**config.mk**
```make
export PLATFORM = sky130hd
export DESIGN_NAME = p2_mem_read
export DESIGN_NICKNAME = d
export VERILOG_FILES = /design/src/rtl/p2_mem_read.sv
export SDC_FILE = /design/constraint.sdc
export NUM_CORES = 1
export LEC_CHECK = 0
export BUFFER_PORTS_ARGS = -buffer_cell sky130_fd_sc_hd__buf_2
export CAP_MARGIN = 25
export CORE_MARGIN = 5
export CORE_UTILIZATION = 50
export CTS_BUF_LIST = sky130_fd_sc_hd__clkbuf_4
export DETAILED_ROUTE_END_ITERATION = 6
export PLACE_DENSITY = 0.76
export SLEW_MARGIN = 30
export SYNTH_ARGS = -nofsm -noshare
export SYNTH_HDL_FRONTEND = slang
export SYNTH_SLANG_ARGS = --single-unit
```
**constraint.sdc**
```tcl
create_clock -name clk -period 1.7 [get_ports clk]
set_clock_uncertainty 0.2 [all_clocks]
set_input_delay 0.085 -clock clk [delete_from_list [all_inputs] [get_ports clk]]
set_output_delay 0.085 -clock clk [all_outputs]
set_load 0.1 [all_outputs]
```
**src/rtl/p2_mem_read.sv**
```systemverilog
// Pooling-2 output memory reader: sweeps WORDS addresses PASSES times toward the
// fully-connected MAC and tags each returned word with its pass and end-of-pass flag.
module p2_mem_read #(
    parameter int WORDS  = 16,
    parameter int PASSES = 10,
    parameter int RD_LAT = 1
) (
    input  logic       clk,
    input  logic       reset,
    input  logic       enable,
    input  logic       ready,
    output logic [3:0] addr0,
    output logic       rd_en,
    output logic       data_valid,
    output logic       last,
    output logic [3:0] pass_idx,
    output logic       done
);

    typedef enum logic [1:0] {IDLE, READ, DRAIN, DONE} state_t;

    state_t     state, state_nxt;
    logic [3:0] pass_cnt;
    logic [1:0] drain_cnt;
    logic       end_of_pass;
    logic       final_issue;
    logic       drain_end;

    logic       vld_pipe  [RD_LAT];
    logic       last_pipe [RD_LAT];
    logic [3:0] pidx_pipe [RD_LAT];

    always_comb begin
        end_of_pass = (addr0 == 4'(WORDS - 1));
        rd_en       = (state == READ) && enable && ready && !reset;
        final_issue = rd_en && end_of_pass && (pass_cnt == 4'(PASSES - 1));
        drain_end   = (state == DRAIN) && (drain_cnt == 2'(RD_LAT - 1));
    end

    always_comb begin
        state_nxt = state;
        case (state)
            IDLE:    if (enable) state_nxt = READ;
            READ:    if (final_issue) state_nxt = DRAIN;
            DRAIN:   if (drain_end) state_nxt = DONE;
            DONE:    state_nxt = DONE;
            default: state_nxt = IDLE;
        endcase
    end

    always_ff @(posedge clk) begin
        if (reset) state <= IDLE;
        else       state <= state_nxt;
    end

    always_ff @(posedge clk) begin
        if (reset) begin
            addr0     <= '0;
            pass_cnt  <= '0;
            drain_cnt <= '0;
            done      <= 1'b0;
        end else begin
            if (rd_en) begin
                if (end_of_pass) begin
                    addr0    <= '0;
                    pass_cnt <= final_issue ? '0 : pass_cnt + 4'd1;
                end else begin
                    addr0 <= addr0 + 4'd1;
                end
            end
            drain_cnt <= (state == DRAIN) ? drain_cnt + 2'd1 : '0;
            if (drain_end) done <= 1'b1;
        end
    end

    // Stage 0 is loaded every cycle; non-issue cycles push zeros so tags stay clean.
    always_ff @(posedge clk) begin
        if (reset) begin
            for (int unsigned i = 0; i < RD_LAT; i++) begin
                vld_pipe[i]  <= 1'b0;
                last_pipe[i] <= 1'b0;
                pidx_pipe[i] <= '0;
            end
        end else begin
            vld_pipe[0]  <= rd_en;
            last_pipe[0] <= rd_en && end_of_pass;
            pidx_pipe[0] <= rd_en ? pass_cnt : '0;
            for (int unsigned i = 1; i < RD_LAT; i++) begin
                vld_pipe[i]  <= vld_pipe[i-1];
                last_pipe[i] <= last_pipe[i-1];
                pidx_pipe[i] <= pidx_pipe[i-1];
            end
        end
    end

    always_comb begin
        data_valid = vld_pipe[RD_LAT-1] && !reset;
        last       = last_pipe[RD_LAT-1] && data_valid;
        pass_idx   = data_valid ? pidx_pipe[RD_LAT-1] : '0;
    end

endmodule

```
### After elaboration in Yosys (flattened, before gate mapping)

Memory sizes are Yosys's and may differ from the RTL's.
Index checks and enable logic that the tools add are counted.

| word-level totals | value |
|---|---|
| register bits after elaboration | 13 |
| latch bits | 0 |
| memory bits (writable) | 6 |
| ROM bits | 0 |
| input bits | 4 |
| output and inout bits | 12 |
| logic and storage cells | 54 |
| memories kept | 3 |

Memories:

| memory | depth | width | read ports | clocked after Yosys merged registers in | wr ports | RTL line | text |
|---|---|---|---|---|---|---|---|
| pidx_pipe | 1 | 4 | 1 | 0 | 1 | 31 | `logic [3:0] pidx_pipe [RD_LAT];` |
| last_pipe | 1 | 1 | 1 | 0 | 1 | 30 | `logic last_pipe [RD_LAT];` |
| vld_pipe | 1 | 1 | 1 | 0 | 1 | 29 | `logic vld_pipe [RD_LAT];` |

| operators by class | value |
|---|---|
| add/subtract/negate cells | 3 |
| $mul | 0 |
| div/mod/pow operators | 0 |
| $lt $le $gt $ge | 0 |
| equal/unequal tests | 8 |
| shifts and indexed selects | 0 |
| muxes and demuxes | 17 |
| bitwise logic cells | 1 |
| reductions and logical operators | 17 |

Operators by type and width:

| cell | count |
|---|---|
| $mux 4 | 5 |
| $add 4x1->4 const B | 2 |
| $eq 4x4->1 const B | 2 |
| $logic_and 1x1->1 | 8 |
| $mux 1 | 8 |
| $pmux 2 s4 | 1 |
| $mux 2 | 3 |
| $ne 2x2->1 const B | 3 |
| $eq 2x2->1 const B | 2 |
| $logic_not 2->1 | 2 |
| $reduce_or 4->1 | 1 |
| $reduce_and 3->1 | 1 |
| $add 2x1->2 const B | 1 |
| $eq 2x1->1 const B | 1 |
| $reduce_and 2->1 | 1 |
| $reduce_or 1->1 | 2 |
| $reduce_or 2->1 | 1 |
| $logic_not 1->1 | 1 |
| $not 1->1 | 1 |

### Logic depth before layout (Yosys ltp)

| depth | value |
|---|---|
| depth in word-level cells | 8 |
| mapped depth | 5 |
| gate-level depth less buffers | 5 |

### Least setup slack after synthesis

Ideal clock, no wire load.

| timing | value |
|---|---|
| kind | reg2out |
| from | mem vld_pipe[0] |
| to | out last |
| arrival | 2.660 ns |
| required time | 1.415 ns |
| path slack | -1.245 ns |
| stages on the path, launching flop included | 3 |
| buffers on the path | 0 |
| cells stage by stage | dfxtp_1 nor2b_1 and2_1 |

| between the ends | value |
|---|---|
| cells in the longest elaborated chain, start to end | 3 |

Ends and longest elaborated chain:

| what | RTL line | text |
|---|---|---|
| start, declared | 29 |  |
| $mem_v2 1x1 | -- |  |
| $logic_and 1x1->1 | 97 | `data_valid = vld_pipe[RD_LAT-1] && !reset;` |
| net data_valid | 14 | `output logic data_valid,` |
| $logic_and 1x1->1 | 98 | `last = last_pipe[RD_LAT-1] && data_valid;` |
| end, declared | 15 | `output logic last,` |

The timed path passes the listed nets, and every way through them passes these cells.

### Final worst setup path

| timing | value |
|---|---|
| from | reg pass_cnt[1] |
| to | reg pass_cnt[1] |

| between the ends | value |
|---|---|
| cells in the longest elaborated chain, start to end | 3 |
| elaborated cells between the ends (all ways) | 4 |
| classes of those cells | 1 x add/sub; 1 x eq/ne; 1 x mux; 1 x reduce/logical |

Ends and longest elaborated chain:

| what | RTL line | text |
|---|---|---|
| start, declared | 23 | `logic [3:0] pass_cnt;` |
| start signal, assigned | 66 | `pass_cnt <= final_issue ? '0 : pass_cnt + 4'd1;` |
| parallel branches: the longest is 2 deep, another holds $add 4x1->4 | -- |  |
| $mux 4 (*) | 66 |  |

Every way passes the cells marked *.
A chain may end at the register's enable or synchronous reset.

==> results_dict.tcl <==
set metrics [dict create \
    power_density_nw_per_um2 650 \
    place_congestion 0.756 \
    insertion_delay_ps 300 \
    peakVddDrop_uv 712 \
    use_met1_pct 17.7 \
    layout.nets 126 \
    rows 14 \
    start_util_pct 53.9 \
    startpoint "pass_cnt[1]$_SDFFE_PP0P_" \
    floorplan.die_area_um2 2580 \
    crit_end "pass_cnt[1]$_SDFFE_PP0P_" \
    area_growth_pct 38.0 \
    seqPwrFrac_pct 59.9 \
    outcome "finished clean" \
    die_w_um 50.8 \
    layout-drive-gt1-share_pct 45.3 \
    max-slew-margin-rel_pct 67.7 \
    root_buffer "clkbuf_4" \
    clk_pin_slew_ps 100 \
    seq_area_frac_synth_pct 45.8 \
    antenna_found_initial 0 \
    max_cap_viol_count 0 \
    endpoint_kind "register" \
    cts_max_level 1 \
    setup_ws_ps 11.1 \
    ys_top_cells_by_area "dfxtp_1 46%, ha_1 6.0%, and2_1 4.5%" \
    startpoint_type "register" \
    pin_count 16 \
    hold_violations 0 \
    syn_avg_cell_area_um2 9.23 \
    grt_pass1_wl_mm 2.84 \
    netlist_instances 90 \
    timing.setup.tns_ps 0 \
    cp_slowest_cell "or4_4" \
    viasPerCell 5.71 \
    finalSetupViolations 0 \
    ys_ff_latch 19 \
    period_minus_slack_ps 1690 \
    numCtsBuffers 3 \
    tightest_slew_ps 487 \
    use_met3_pct 3.55 \
    ff2ff_setup_slack_ps 10 \
    swShare_pct 23.7 \
    firstDrtPassIters 5 \
    crit_type "register to register" \
    placed_area_um2 1010 \
    max_freq_ghz 0.592 \
    antenna_cells 0 \
    slowest_delay_ps 530 \
    crit_chain "inv_2, ha_4, and3b_2, or4_4, a21oi_2" \
    p_int_w 0.000569 \
    grt_pass1_vias 670 \
    grtUsageMet2_pct 22.9 \
    hold_class "input pin to register" \
    dp_hpwl_mm 1.19 \
    grt_overflow 0 \
    vias 760 \
    fin_crit_sh_pct 99.3 \
    drt_wl_total_mm 1.81 \
    synth_top_area_share_pct 45.8 \
    synth.distinct_cells 31 \
    layout_commonest_cell "dfxtp_1" \
    fillers 101 \
    grtUsageTotal_pct 14.1 \
    die_h_um 50.8 \
    pwr-share-clk_pct 32.2 \
    netlist_area_um2 831 \
    rsz0062_at_grt "true" \
    most-common-layout-cells "12 x dfxtp_1, 10 x buf_4, 9 x clkbuf_4, 9 x buf_2" \
    final_cell_area_um2 1150 \
    final_util_pct 74.4 \
    grt_max_degree 22 \
    combPwrFrac_pct 7.8 \
    worst-endpoint-arrival_ps 1720 \
    syn_nets 98 \
    grt_busiest_layer "met2" \
    cp.required_ps 1730 \
    rr_worst_depth 5 \
    ant_nets 0 \
    min_path_cells 4 \
    drt-initial-drc-count 30 \
    power_switching_w 0.000177 \
    reg2reg_from "pass_cnt[1]$_SDFFE_PP0P_" \
    core_um2 1540 \
    pre_cts_slack_ps 16.3 \
    drc 0 \
    hold_ws_ps 45.7 \
    cp_max_fo 3 \
    rr_endpoint "pass_cnt[1]$_SDFFE_PP0P_" \
    clk_path_buf_depth 2 \
    wl_per_cell_um 13.6 \
    clock-sinks 19 \
    slew_viol_final 0 \
    yosysTopAreaCell "dfxtp_1" \
    io_buffer_count 15 \
    cts_tree "built" \
    min_from "ready" \
    synth.yosys.warnings 0 \
    p_leak_nw 0.465 \
]
==> state kept, by name, summed over array words and instances (netlist names) <==
| signal | flops |
|---|---|
| addr0 | 4 |
| done | 1 |
| drain_cnt | 2 |
| last_pipe | 1 |
| pass_cnt | 4 |
| pidx_pipe | 4 |
| state | 2 |
| vld_pipe | 1 |
==> worst max-delay path, delay by kind of cell (launching register included) <==
kind,cells,cell delay [ps]
flops,1,350
compound gates,1,130
simple gates,2,750
buf+inv,1,50
fa+ha+maj,1,150
==> layer usage <==
layer | vias up | part of all wire (%)
li1 | 378 | -
met1 | 351 | 43
met2 | 29 | 49
met3 | 2 | 7.0
met4 | 0 | 1.3
met5 | - | 0
==> cells in the mapped netlist (all sizes together) <==
master,number
buf,1
clkbuf,3
nand3,3
a221oi,1
a21oi,7
nand2,5
mux2i,1
nor2,7
nor2b,1
a21o,1
dfxtp,19
and3,1
ha,4
o21ai,2
and4bb,1
a41o,1
nand4b,1
nor4b,1
nor3,3
and2,6
and4b,1
a311oi,1
or3,2
nand3b,1
a211oi,1
a31oi,2
o31ai,1
or4,3
inv,7
and3b,1
o32ai,1
==> layout make-up <==
type	count	area, um^2	share of cell area (%)
flip-flops and latches	19	402	35.0
inverters	7	26.3	2.29
multi-input cells	60	469	40.9
well taps	16	20.0	1.75
repair buffers	27	199	17.4
clock buffers	4	30.0	2.62
==> power groups by stage <==
stage	sequential (W)	clock, W	combinational (W)
2_1_floorplan	0.000466	0	0.0000266
3_3_place_gp	0.000458	0	0.0000525
3_5_place_dp	0.000458	0	0.0000527
4_1_cts	0.000448	0.000248	0.0000547
5_1_grt	0.000448	0.000271	0.0000628
6_report	0.000447	0.000240	0.0000583
==> repair_timing <==
| action | in CTS | in global routing |
|---|---|---|
| endpoints found under the setup margin | 1 | 8 |
| gates resized for setup | 1 | 17 |
| pin swaps | 0 | 4 |
| cloned | 0 | 0 |
| hold buffers | 1 | 0 |
| setup buffers | 0 | 6 |
| hold endpoints to repair | 1 | 0 |
==> through the flow <==
stage	power, W	std cells
6_report	0.000745	133
4_1_cts	0.000751	127
5_1_grt	0.000782	133
2_1_floorplan	0.000493	90
3_3_place_gp	0.000511	122
3_5_place_dp	0.000511	122
==> kinds of logic (layout without fill, tap and decap cells) <==
logic type / after synthesis / count (layout) / share of synthesized area (%)
compound gates: 18 / 18 / 14.0
fa+ha+maj: 4 / 4 / 6.02
buf+inv: 11 / 38 / 5.12
flops: 19 / 19 / 45.8
mux: 1 / 1 / 1.20
simple gates: 37 / 37 / 27.9
==> worst min-delay path by stage <==
stage | to | slack [ps]
CTS | addr0[3]$_SDFFE_PP0N_ | 30
global route | vld_pipe[0]$_SDFF_PP0_ | 60
finish | vld_pipe[0]$_SDFF_PP0_ | 50
global placement | drain_cnt[0]$_SDFF_PP0_ | 210
detailed placement | drain_cnt[0]$_SDFF_PP0_ | 220
floorplan | data_valid | 80
Note: power is estimated with default switching activity, not from simulation.
